`src/rtl/input_debounce_sync.sv`:
```
// Per-channel input conditioning: synchroniser chain, counter-based debounce, edge strobes.
// level_out changes only after the synced input has differed from it for CNT_MAX enabled edges.
module input_debounce_sync #(
    parameter int unsigned WIDTH       = 2,
    parameter int unsigned CNT_MAX     = 16,
    parameter int unsigned SYNC_STAGES = 2
) (
    input  logic             clk,
    input  logic             rst,
    input  logic             ena,
    input  logic [WIDTH-1:0] raw_in,
    output logic [WIDTH-1:0] level_out,
    output logic [WIDTH-1:0] rise,
    output logic [WIDTH-1:0] fall,
    output logic [WIDTH-1:0] busy
);

    localparam int unsigned CntW = $clog2(CNT_MAX + 1);
    localparam logic [CntW-1:0] CntLast = CntW'(CNT_MAX - 1);
    localparam logic [CntW-1:0] CntOne  = CntW'(1);

    logic [SYNC_STAGES-1:0][WIDTH-1:0] sync_q;
    logic [WIDTH-1:0]                  s;

    // Synchroniser keeps running while ena is low so the freshest level is ready on resume.
    always_ff @(posedge clk) begin
        if (rst) begin
            sync_q <= '0;
        end else begin
            sync_q <= {sync_q[SYNC_STAGES-2:0], raw_in};
        end
    end

    assign s = sync_q[SYNC_STAGES-1];

    for (genvar ch = 0; ch < WIDTH; ch++) begin : g_chan
        logic [CntW-1:0] cnt_q;
        logic            level_q;
        logic            rise_q;
        logic            fall_q;

        // cnt_q == 0 is the stable state; any non-zero value is a pending change.
        always_ff @(posedge clk) begin
            if (rst) begin
                cnt_q   <= '0;
                level_q <= 1'b0;
                rise_q  <= 1'b0;
                fall_q  <= 1'b0;
            end else begin
                rise_q <= 1'b0;
                fall_q <= 1'b0;
                if (ena) begin
                    if (cnt_q == '0) begin
                        if (s[ch] != level_q) begin
                            if (CNT_MAX == 1) begin
                                level_q <= s[ch];
                                rise_q  <= s[ch];
                                fall_q  <= ~s[ch];
                            end else begin
                                cnt_q <= CntOne;
                            end
                        end
                    end else if (s[ch] == level_q) begin
                        cnt_q <= '0;
                    end else if (cnt_q == CntLast) begin
                        level_q <= s[ch];
                        rise_q  <= s[ch];
                        fall_q  <= ~s[ch];
                        cnt_q   <= '0;
                    end else begin
                        cnt_q <= cnt_q + CntOne;
                    end
                end
            end
        end

        assign level_out[ch] = level_q;
        assign rise[ch]      = rise_q;
        assign fall[ch]      = fall_q;
        assign busy[ch]      = (cnt_q != '0);
    end

endmodule
```
`config.mk`:
```
export PLATFORM = sky130hd
export DESIGN_NAME = input_debounce_sync
export DESIGN_NICKNAME = d
export VERILOG_FILES = /design/src/rtl/input_debounce_sync.sv
export SDC_FILE = /design/constraint.sdc
export NUM_CORES = 1
export LEC_CHECK = 0
export BUFFER_PORTS_ARGS = -buffer_cell sky130_fd_sc_hd__buf_2
export CAP_MARGIN = 20
export CORE_MARGIN = 5
export CORE_UTILIZATION = 49
export CTS_CLUSTER_DIAMETER = 120
export DETAILED_ROUTE_END_ITERATION = 10
export HOLD_SLACK_MARGIN = 0.06
export PLACE_DENSITY = 0.81
export SETUP_SLACK_MARGIN = 0.4
export SLEW_MARGIN = 0
export SYNTH_ARGS = -nofsm -noshare
export SYNTH_HDL_FRONTEND = slang
export SYNTH_SLANG_ARGS = --single-unit
```
`constraint.sdc`:
```
create_clock -name clk -period 1.4 [get_ports clk]
set_input_delay 0.42 -clock clk [delete_from_list [all_inputs] [get_ports clk]]
set_output_delay 0.42 -clock clk [all_outputs]
set_load 0.05 [all_outputs]
```
=== Word-level counts from Yosys, hierarchy flattened ===
Cells that the tools add are included.

* Add/sub/neg operators: 2
* Equality and inequality tests: 8
* Multiplexer cells: 8
* Bitwise logic cells: 9
* Reductions and logical operators: 10

{| class="wikitable"
|+ Operator list
! operator !! number
|-
| two-way mux 5 bit || 8
|-
| adder 5 x 1 -> 5 bit (second input constant) || 2
|-
| equality test 5 x 4 -> 1 bit (second input constant) || 2
|-
| zero test 5 bit || 2
|-
| nonzero test 5 bit || 2
|-
| OR reduction 5 bit || 2
|-
| inverter 1 bit || 9
|-
| AND reduction 4 bit || 2
|-
| inequality test 2 x 1 -> 1 bit (second input constant) || 2
|-
| AND reduction 2 bit || 2
|-
| equality test 1 bit || 2
|-
| inequality test 1 bit || 2
|}

* Flip-flop bits (word level): 20
* Input bits: 5
* Word-level logic and storage cells: 47

=== Depth between registers and ports, before layout ===
Gate-level depths: netlist of the first run.

* Depth after elaboration: 4
* Depth in mapped cells: 7
* Gate-level depth less buffers: 6

=== Worst setup path before layout of the first run ===
OpenSTA, ideal clock, no wires.

* Path kind: reg-to-reg
* From: register g_chan[1].cnt_q[0]
* To: register g_chan[1].cnt_q[1]
* Arrival: 1.564 ns
* Slack: -0.292 ns
* Cell stages (with the launch flop): 8
* Path buffers: 1
* Path through: dfxtp_1 -> inv_1 -> ha_1 -> or4b_1 -> buf_2 -> and3_4 -> a22oi_1 -> nor2_1

* Cells in the longest elaborated chain, start to end: 4
* Elaborated cells on any way between the ends: 8
* Classes of those cells: add/sub (1); eq/ne (2); mux (3); reduce/logical (2)

{| class="wikitable"
|+ Ends and longest elaborated chain
! element !! RTL line !! text
|-
| from (decl) || 37 || <nowiki>logic [CntW-1:0] cnt_q;</nowiki>
|-
| from (signal assigned) || 60 || <nowiki>cnt_q <= CntOne;</nowiki>
|-
| from (signal assigned) || 71 || <nowiki>cnt_q <= cnt_q + CntOne;</nowiki>
|-
| adder 5 x 1 -> 5 bit or equality test 5 x 4 -> 1 bit (tied branches) || 71, 65 ||
|-
| two-way mux 5 bit || 65 || <nowiki>end else if (cnt_q == CntLast) begin</nowiki>
|-
| two-way mux 5 bit || 63 || <nowiki>end else if (s[ch] == level_q) begin</nowiki>
|-
| two-way mux 5 bit || 53 || <nowiki>if (cnt_q == '0) begin</nowiki>
|}

Several ways; a longest one is shown, not always the timed one.
A chain may end at the register's enable or synchronous reset.

=== Final worst setup path of the first run ===
* From: register g_chan[1].cnt_q[1]
* To: output port busy[1]

* Cells in the longest elaborated chain, start to end: 1

{| class="wikitable"
|+ Ends and longest elaborated chain
! element !! RTL line !! text
|-
| nonzero test 5 bit || 80 || <nowiki>assign busy[ch] = (cnt_q != '0);</nowiki>
|-
| to (decl) || 15 || <nowiki>output logic [WIDTH-1:0] busy</nowiki>
|}

Every way passes these cells.

==> impl_metrics.csv, run 1 <==
group,metric,value,unit
synth,ys_types,33,
synth,ys_ff_latch,20,
grt,grt_pass1_vias,953,
synth,async_flop_share,0,%
sta,setup_viol_count_final,18,
synth,synthXorXnorAreaFrac,3.558,%
synth,ys_seq_area_share,40.66,%
sta,rsz0062_at_grt,"yes",
synth,synth_top_area_cell,"dfxtp_1",
sta,hold_slack,0.3026,ns
setup_path,cp.arrival,1.53,ns
setup_path,regToRegEndpoint,"g_chan[1].cnt_q[1]",
grt,antenna_found_initial,0,
drt,wl_per_cell,18.74,µm
clock_tree,clk_pin_slew_worst_paths,0.13,ns
layout,design_area,1660,µm²
synth,yosysWarningCount,0,
synth,ys.flop_type,"dfxtp_1",
clock_tree,cts_hold_buf,0,
floorplanning,pin_count,13,
floorplanning,core,1942,µm²
placed_design,dpl.cell_count,158,
drt,drc,0,
setup_path,worst-setup-path-type,"flip-flop to primary output",
floorplanning,die_x,54.83,µm
clock_tree,cts_tree,"yes",
power_and_ir_drop,sw_frac_of_total,24.16,%
sta,fin_crit_sh,139.0,%
power_and_ir_drop,seq_power_share,51.7,%
setup_path,start_kind,"flip-flop",
layout,fill_cells,88,
drt,drtPass1Iterations,4,
power_and_ir_drop,power_density,672.3,nW/µm²
synth,synth_adder_area_share,5.083,%
placed_design,place_area,1231,µm²
drt,vias_per_cell,5.602,
floorplanning,initial_core_util,50.71,%
layout,multiInputGateArea,640.6,µm²
placed_design,gp_congestion,0.7673,
min_path,hp-start,"raw_in[1]",
clock_tree,root_buffer,"clkbuf_4",
layout,diodes,0,
layout,final_cells,181,
outcome,status,"finished, violations left",
setup_path,rr_startpoint,"g_chan[1].cnt_q[1]",
drt,initialDrtViolationCount,31,
sta,slew_viol_final,0,
setup_path,cp.required,0.98,ns
setup_path,cp-end-kind,"primary output",
floorplanning,die_area,3006,µm²
power_and_ir_drop,intPower,846.5,µW
power_and_ir_drop,p_leak,0.0006824,µW
layout,drive_above_1_share,61.69,%
synth,synth_area_leaders,"dfxtp_1 41%, ha_1 5.1%, buf_4 4.6%, nand2_1 4.6%, a21oi_1 4.1%",
setup_path,ff2ff_path_depth,8,
min_path,holdPathEnd,"sync_q[1]",
synth,synth_commonest_cells,"20 x dfxtp_1, 12 x nand2_1, 8 x a21oi_1, 8 x o21ai_0",
synth,synth_top_area_share,40.66,%
synth,synth_edf_count,0,
placed_design,dpl.hpwl,1591,µm
synth,synth_top_family_by_area,"simple AND/OR/NAND/NOR gates",
outcome,violations,"negative setup slack",
sta,finalWorstSetupSlack,-0.5458,ns
sta,fin_skew,0.01089,ns
grt,grt_pass1_wl,4761,µm
min_path,whs_path_depth,2,
placed_design,portBuffers,12,
sta,max_freq,513.9,MHz
grt,grt_usage,23.59,%
setup_path,cp_max_fo,2,
sta,slew_headroom,68.20,%
grt,grt_overflow,0,
synth,synth_cells,111,
synth,synth_compound_area_share,13.09,%
layout,ff_latch_area,422.9,µm²
power_and_ir_drop,ir_drop,0.0007994,V
min_path,hold_class,"input pin to flip-flop",
power_and_ir_drop,clkPwrFrac,37.3,%
layout,syn_to_final_growth,68.61,%
clock_tree,insertion_delay,0.32,ns
synth,yosys.area_share.simple,28.08,%
setup_path,rrSetupSlack,-0.40,ns
grt,grt_max_degree,19,
synth,synth_nets,120,
drt,vias,1014,
clock_tree,htreeDepth,1,
synth,avgSynthCellArea,8.871,µm²
floorplanning,die_h,54.83,µm
sta,report.final.hold_viol_count,0,
power_and_ir_drop,p_sw,269.7,µW
sta,max_slew.worst_pin.slew,0.4755,ns
power_and_ir_drop,finalPower,1116,µW
sta,fin_tns_setup,-3.753,ns
setup_path,critPathLaunch,"g_chan[1].cnt_q[1]",
clock_tree,numCtsBuffers,3,
layout,fin_nets,164,
job,cap_viol_max_count,0,
synth,syn_area,984.7,µm²
floorplanning,rows,16,
clock_tree,clk_path_buf_depth,2,
clock_tree,clock_sinks,20,
drt,totalWireLength,3392,µm
power_and_ir_drop,pwr-share-comb,11.1,%
synth,synth_mux_area_share,1.017,%
synth,yosysMostFrequentCell,"dfxtp_1",
drt,postRouteAntennaNets,0,
sta,period_minus_slack,1.946,ns
[worst max-delay path by stage]
stage,end,slack (ns),depth (start not counted)
2_1_floorplan,g_chan[1].cnt_q[1],-0.21,7
3_3_place_gp,busy[1],-0.23,4
3_5_place_dp,busy[1],-0.29,4
4_1_cts,busy[1],-0.50,4
5_1_grt,busy[1],-0.58,4
6_report,busy[1],-0.55,4
[cells by family (layout without fill, tap and decap cells)]
group	after synthesis	count (layout)
adder cells (fa/ha/maj)	4	4
buffers and inverters	16	59
multiplexers	1	1
flip-flops	20	20
AND/OR/NAND/NOR	44	44
AO/OA/AOI/OAI	22	22
XOR/XNOR	4	4
[cell usage in the layout, fill, tap and decap left out, drive strengths merged, types with 2 or more instances in the layout]
master,instances
and4b,2
nor3b,5
nor4b,2
nand2,12
nor2b,5
nor2,5
xnor2,2
ha,4
clkbuf,4
a21oi,8
nand3,5
dfxtp,20
nand4,2
buf,49
xor2,2
o21ai,8
inv,6
[layer usage]
metal	GRT usage, %	part of all wire, %	up-vias
met1	28.97	42	466
li1	-	-	469
met5	0	0	-
met2	39.17	47	58
met3	5.177	6.9	21
met4	9.959	4.5	0
[power groups by stage]
stage | clock (µW) | combinational, µW | sequential [µW]
floorplan | 0 | 52.1 | 592
global placement | 0 | 81.6 | 592
CTS | 414 | 104 | 575
finish | 416 | 124 | 577
global route | 442 | 131 | 577
detailed placement | 0 | 84.2 | 592
[final cells by class]
class / instances / area share (%)
timing repair buffer: 49 / 29.39
tap: 27 / 2.035
inverter: 6 / 1.658
clock buffer: 4 / 2.864
multi-input combinational: 75 / 38.58
sequential: 20 / 25.47
[registers in the layout, summed over array words and instances, names as in the netlist]
name,count
g_chan.cnt_q,10
sync_q,2
s,2
g_chan.rise_q,2
g_chan.fall_q,2
g_chan.level_q,2
[through the flow]
step / util (%) / worst slack [ns]
after floorplan: - / -0.2051
after global placement: 63.40 / -0.2310
after detailed placement: 63.40 / -0.2946
after CTS: 80.54 / -0.5045
after global routing: 85.50 / -0.5772
final: 85.50 / -0.5458
[critical path, cell delays in order (launching register included)]
cell and delay (ns):
dfxtp_2 0.35, inv_2 0.07, ha_4 0.12, or4b_4 0.49
buf_8 0.17
[timing repair]
action / 4_1_cts / 5_1_grt
setup endpoints to repair: 24 / 24
resized for setup: 57 / 12
setup buffers: 12 / 7
pin swaps: 12 / 9
Power figures use the tool's default switching activity.
==> run 2: changes to the inputs <==
--- a/config.mk
+++ b/config.mk
@@ -8,11 +8,11 @@
 export BUFFER_PORTS_ARGS = -buffer_cell sky130_fd_sc_hd__buf_2
 export CAP_MARGIN = 20
 export CORE_MARGIN = 5
-export CORE_UTILIZATION = 49
+export CORE_UTILIZATION = 55
 export CTS_CLUSTER_DIAMETER = 120
 export DETAILED_ROUTE_END_ITERATION = 10
 export HOLD_SLACK_MARGIN = 0.06
-export PLACE_DENSITY = 0.81
+export PLACE_DENSITY = 0.86
 export SETUP_SLACK_MARGIN = 0.4
 export SLEW_MARGIN = 0
 export SYNTH_ARGS = -nofsm -noshare
==> constraint.sdc (replaced) <==
create_clock -name clk -period 2.1 [get_ports clk]
set_input_delay 0.63 -clock clk [delete_from_list [all_inputs] [get_ports clk]]
set_output_delay 0.63 -clock clk [all_outputs]
set_load 0.05 [all_outputs]
==> run 2 against run 1 <==
Against the previous run:
- the flow now finishes without violations
- clock power down 45%
- largest power group unchanged
- non-clock buffer count decreased by 23
- clock-buffer cell count is the same
- worst hold slack improved by 0.16 ns
- sequential share of layout area rose by 7.6 points
- cell count fell by 14%
- flip-flop and latch count is the same
- sequential power down 33%
- setup slack improved by 0.56 ns
- combinational power fell by 51%
- critical endpoint unchanged
- power down 39%
- final area shrank 26%
- highest routed layer unchanged
==> impl_metrics.csv, run 2 (same netlist as run 1, synthesis figures left out) <==
group,metric,value,unit
clock_tree,root_buffer,"clkbuf_4",
setup_path,rr_startpoint,"g_chan[1].cnt_q[0]",
placed_design,portBuffers,12,
clock_tree,numCtsBuffers,3,
clock_tree,cts_tree,"yes",
grt,grt_max_degree,19,
sta,fin_skew,0.004087,ns
placed_design,dpl.cell_count,140,
job,cap_viol_max_count,0,
layout,design_area,1227,µm²
floorplanning,die_x,52.31,µm
floorplanning,die_area,2736,µm²
power_and_ir_drop,p_leak,0.0005047,µW
sta,max_freq,479.9,MHz
setup_path,regToRegEndpoint,"g_chan[1].cnt_q[1]",
layout,ff_latch_area,405.4,µm²
layout,syn_to_final_growth,24.65,%
floorplanning,die_h,52.31,µm
layout,multiInputGateArea,541.8,µm²
drt,wl_per_cell,13.80,µm
sta,slew_headroom,74.54,%
setup_path,start_kind,"flip-flop",
setup_path,path_cells,"inv_2, ha_1, or4b_4, buf_8",
drt,totalWireLength,2153,µm
setup_path,cp.arrival,1.45,ns
layout,drive_above_1_share,38.17,%
drt,vias_per_cell,5.622,
sta,rsz0062_at_grt,"yes",
sta,setup_viol_count_final,0,
placed_design,gp_congestion,0.8147,
setup_path,cp.required,1.47,ns
grt,grt_overflow,0,
sta,max_slew.worst_pin.slew,0.3807,ns
setup_path,ff2ff_path_depth,8,
floorplanning,core,1708,µm²
setup_path,cp-end-kind,"primary output",
drt,initialDrtViolationCount,28,
setup_path,cp_max_fo,2,
grt,antenna_found_initial,0,
power_and_ir_drop,power_density,550.9,nW/µm²
clock_tree,clock_sinks,20,
placed_design,dpl.hpwl,1321,µm
setup_path,rrSetupSlack,0.35,ns
sta,slew_viol_final,0,
setup_path,critPathLaunch,"g_chan[1].cnt_q[0]",
floorplanning,initial_core_util,57.66,%
setup_path,worst-setup-path-type,"flip-flop to primary output",
drt,drc,0,
sta,fin_crit_sh,99.23,%
layout,fin_nets,141,
setup_path,crit_path_end,"busy[1]",
clock_tree,clk_pin_slew_worst_paths,0.11,ns
min_path,hold_class,"flip-flop to flip-flop",
drt,vias,877,
layout,top_register,"g_chan.cnt_q",
grt,grt_pass1_wl,3491,µm
power_and_ir_drop,ir_drop,0.0003442,V
grt,grt_pass1_vias,772,
clock_tree,htreeDepth,1,
floorplanning,pin_count,13,
layout,largest_reg_flops,10,
sta,report.final.hold_viol_count,0,
outcome,status,"finished clean",
grt,grt_usage,17.47,%
placed_design,place_area,1031,µm²
clock_tree,clk_path_buf_depth,2,
floorplanning,rows,15,
clock_tree,cts_hold_buf,0,
layout,fill_cells,128,
layout,diodes,0,
layout,final_cells,156,
drt,postRouteAntennaNets,0,
clock_tree,insertion_delay,0.30,ns
layout,final_cell_mix,"16 x dfxtp_1, 16 x buf_4, 12 x nand2_1",
drt,drtPass1Iterations,5,
setup_path,slowest_stage,"or4b_4",
sta,period_minus_slack,2.084,ns
setup_path,slowest_delay,0.48,ns
-- run 2: cell count changes in the layout (fill, tap and decap cells not counted), sizes merged --
cell	change
buf	-23
-- run 2: repair_timing --
action                                  4_1_cts  5_1_grt
setup buffers                                 7        5
gates resized for setup                      17        8
gates cloned                                  0        0
pin swaps                                     1        4
endpoints found under the setup margin        4        4
-- run 2: critical path: cells and delay by family, from the launching register on --
family,cells,cell delay (ns)
AND/OR/NAND/NOR,1,0.48
flip-flops,1,0.34
buffers and inverters,2,0.21
adder cells (fa/ha/maj),1,0.12
-- run 2: layer usage --
metal  vias up  wire length [µm]  global-route usage (%)
met2        49               958                   23.76
met5         -                 0                       0
met1       394               941                   23.29
li1        421                 -                       -
met3        13               163                   4.558
met4         0                89                   12.77
-- run 2: stage by stage --
stage / setup TNS, ns / hold WS (ns) / power [µW] / worst slack (ns) / util (%)
4_1_cts: 0 / 0.4620 / 674.5 / 0.01554 / 68.21
3_5_place_dp: 0 / 0.4401 / 440.7 / 0.1970 / 60.37
5_1_grt: -0.03846 / 0.4798 / 707.6 / -0.03846 / 71.87
6_report: 0 / 0.4595 / 676.2 / 0.01618 / 71.87
3_3_place_gp: 0 / 0.4167 / 439.0 / 0.2323 / 60.37
2_1_floorplan: 0 / 0.4138 / 427.7 / 0.3674 / -
-- run 2: power by group --
group	internal [µW]	switching (µW)
combinational	27.5	33.1
sequential	384	3.81
clock	106	122
-- run 2: area by class of cell --
type | count | area share, %
multi-input combinational | 75 | 44.14
sequential | 20 | 33.03
timing repair buffer | 26 | 15.49
clock buffer | 4 | 2.956
tap | 25 | 2.548
inverter | 6 | 1.835
-- run 2: worst min path at each step --
stage,depth (start not counted),end,startpoint,slack (ns)
finish,1,s[1],sync_q[1],0.46
global route,1,s[1],sync_q[1],0.48
CTS,1,s[1],sync_q[1],0.46
detailed placement,1,s[1],sync_q[1],0.44
global placement,1,s[0],sync_q[0],0.42
floorplan,1,s[0],sync_q[0],0.41
==> run 3: changes to the inputs <==
--- a/config.mk
+++ b/config.mk
@@ -12,7 +12,7 @@
 export CTS_CLUSTER_DIAMETER = 120
 export DETAILED_ROUTE_END_ITERATION = 10
 export HOLD_SLACK_MARGIN = 0.06
-export PLACE_DENSITY = 0.86
+export PLACE_DENSITY = 0.77
 export SETUP_SLACK_MARGIN = 0.4
 export SLEW_MARGIN = 0
 export SYNTH_ARGS = -nofsm -noshare
==> run 3 against run 2 <==
Against the previous run:
- cell count fell by 1.9%
- worst hold slack got worse by 0.014 ns
- critical path depth did not move
- clock skew fell by 0.0012 ns
- core utilization did not move
- combinational power fell by 3%
- power fell by 9.1%
- die area did not move
- first-iteration DRC count rose by 11%
- largest power group unchanged
- routed wire length fell by 9.1%
- critical endpoint unchanged
- sequential share of layout area rose by 0.20 points
==> impl_metrics.csv, run 3 (same netlist as run 1, synthesis figures left out) <==
group,metric,value,unit
setup_path,rr_startpoint,"g_chan[1].cnt_q[1]",
layout,syn_to_final_growth,24.65,%
sta,period_minus_slack,2.074,ns
layout,diodes,0,
setup_path,path_cells,"inv_2, ha_4, or4b_4, buf_8",
setup_path,cp.arrival,1.44,ns
drt,drc,0,
layout,final_cells,153,
sta,report.final.hold_viol_count,0,
power_and_ir_drop,pwr-share-comb,9.6,%
placed_design,dpl.cell_count,140,
sta,slew_viol_final,0,
layout,finish.utilization,71.87,%
drt,vias,828,
layout,top_register,"g_chan.cnt_q",
drt,met2_wirelength,892,µm
layout,final_cell_mix,"14 x dfxtp_1, 12 x nand2_1, 11 x buf_4",
outcome,status,"finished clean",
power_and_ir_drop,seq_power_share,63.1,%
grt,grt_usage,15.97,%
layout,final_common_cell,"dfxtp_1",
floorplanning,initial_core_util,57.66,%
drt,totalWireLength,1958,µm
layout,fill_cells,127,
floorplanning,core,1708,µm²
floorplanning,die_x,52.31,µm
power_and_ir_drop,sw_frac_of_total,22.33,%
power_and_ir_drop,ir_drop,0.0005029,V
min_path,hp-start,"sync_q[1]",
clock_tree,numCtsBuffers,3,
drt,highest_layer,"met4",
drt,postRouteAntennaNets,0,
floorplanning,rows,15,
clock_tree,clock_sinks,20,
placed_design,gp_congestion,0.8026,
sta,setup_viol_count_final,0,
job,cap_viol_max_count,0,
setup_path,cp_max_fo,2,
sta,max_slew.worst_pin.slew,0.3677,ns
sta,slew_headroom,75.41,%
sta,fin_skew,0.002916,ns
setup_path,ff2ff_path_depth,8,
grt,antenna_found_initial,0,
setup_path,start_kind,"flip-flop",
min_path,whs_path_depth,1,
sta,rsz0062_at_grt,"yes",
power_and_ir_drop,power_density,500.6,nW/µm²
sta,fin_crit_sh,98.74,%
drt,initialDrtViolationCount,31,
grt,grt_pass1_wl,3277,µm
layout,largest_reg_flops,10,
grt,grt_pass1_vias,771,
setup_path,rrSetupSlack,0.38,ns
setup_path,cp-end-kind,"primary output",
power_and_ir_drop,p_leak,0.0004905,µW
clock_tree,root_buffer,"clkbuf_4",
placed_design,dpl.hpwl,1248,µm
setup_path,slowest_stage,"or4b_4",
sta,max_freq,482.3,MHz
clock_tree,insertion_delay,0.29,ns
drt,wl_per_cell,12.80,µm
clock_tree,cts_tree,"yes",
drt,drtPass1Iterations,4,
setup_path,worst-setup-path-type,"flip-flop to primary output",
layout,drive_above_1_share,39.06,%
drt,wl_met1,900,µm
clock_tree,clk_path_buf_depth,2,
drt,vias_per_cell,5.412,
grt,grt_overflow,0,
min_path,hold_class,"flip-flop to flip-flop",
power_and_ir_drop,clkPwrFrac,27.3,%
clock_tree,htreeDepth,1,
floorplanning,die_area,2736,µm²
floorplanning,pin_count,13,
clock_tree,clk_pin_slew_worst_paths,0.09,ns
floorplanning,die_h,52.31,µm
setup_path,slowest_delay,0.48,ns
grt,grt_max_degree,19,
setup_path,cp.required,1.47,ns
drt,met3_length,148,µm
placed_design,portBuffers,12,
power_and_ir_drop,p_sw,137.2,µW
setup_path,regToRegEndpoint,"g_chan[1].cnt_q[1]",
power_and_ir_drop,intPower,477.3,µW
layout,fin_nets,139,
min_path,holdPathEnd,"s[1]",
run 3: layout make-up:
type | instances | area (µm²) | area share (%)
tap | 25 | 31.28 | 2.548
sequential | 20 | 407.9 | 33.23
clock buffer | 3 | 22.52 | 1.835
inverter | 6 | 22.52 | 1.835
multi-input combinational | 75 | 564.3 | 45.97
timing repair buffer | 24 | 178.9 | 14.58
run 3: power groups by stage:
| stage | Combinational (µW) | Clock (µW) | Sequential (µW) |
|---|---|---|---|
| 2_1_floorplan | 31.4 | 0 | 396 |
| 3_3_place_gp | 43.0 | 0 | 397 |
| 3_5_place_dp | 43.0 | 0 | 397 |
| 4_1_cts | 53.3 | 174 | 388 |
| 5_1_grt | 63.4 | 194 | 389 |
| 6_report | 58.9 | 168 | 388 |
run 3: routing by layer:
| metal | vias up | track usage, % |
|---|---|---|
| li1 | 418 | - |
| met1 | 374 | 20.28 |
| met2 | 32 | 26.03 |
| met3 | 4 | 5.983 |
| met4 | 0 | 2.553 |
| met5 | - | 0 |
run 3: worst max path at each step:
stage / from / end / slack (ns)
finish: g_chan[1].cnt_q[1] / busy[1] / 0.03
global route: g_chan[1].cnt_q[1] / busy[1] / -0.03
detailed placement: g_chan[1].cnt_q[0] / busy[1] / 0.18
global placement: g_chan[1].cnt_q[0] / busy[1] / 0.22
CTS: g_chan[1].cnt_q[0] / busy[1] / 0.01
floorplan: g_chan[1].cnt_q[0] / busy[1] / 0.37
run 3: critical path: cells and delay by family, from the launching register on:
family	cells	cell delay, ns
adder cells (fa/ha/maj)	1	0.12
buffers and inverters	2	0.23
flip-flops	1	0.33
AND/OR/NAND/NOR	1	0.48
run 3: repair_timing:
action / 4_1_cts / 5_1_grt
gates resized for setup: 14 / 16
buffers inserted: 7 / 3
pin swaps: 1 / 5
hold buffers: 0 / 0
endpoints found under the setup margin: 2 / 7
run 3: per-stage QoR:
step	power (µW)	TNS, ns	hold WS [ns]	area [µm²]	setup slack (ns)
5_1_grt	645.7	-0.03182	0.4711	1227	-0.03182
2_1_floorplan	427.7	0	0.4138	992.2	0.3674
4_1_cts	614.7	0	0.4453	1146	0.01448
6_report	614.5	0	0.4453	1227	0.02645
3_3_place_gp	439.9	0	0.4209	1031	0.2232
3_5_place_dp	440.4	0	0.4218	1031	0.1840
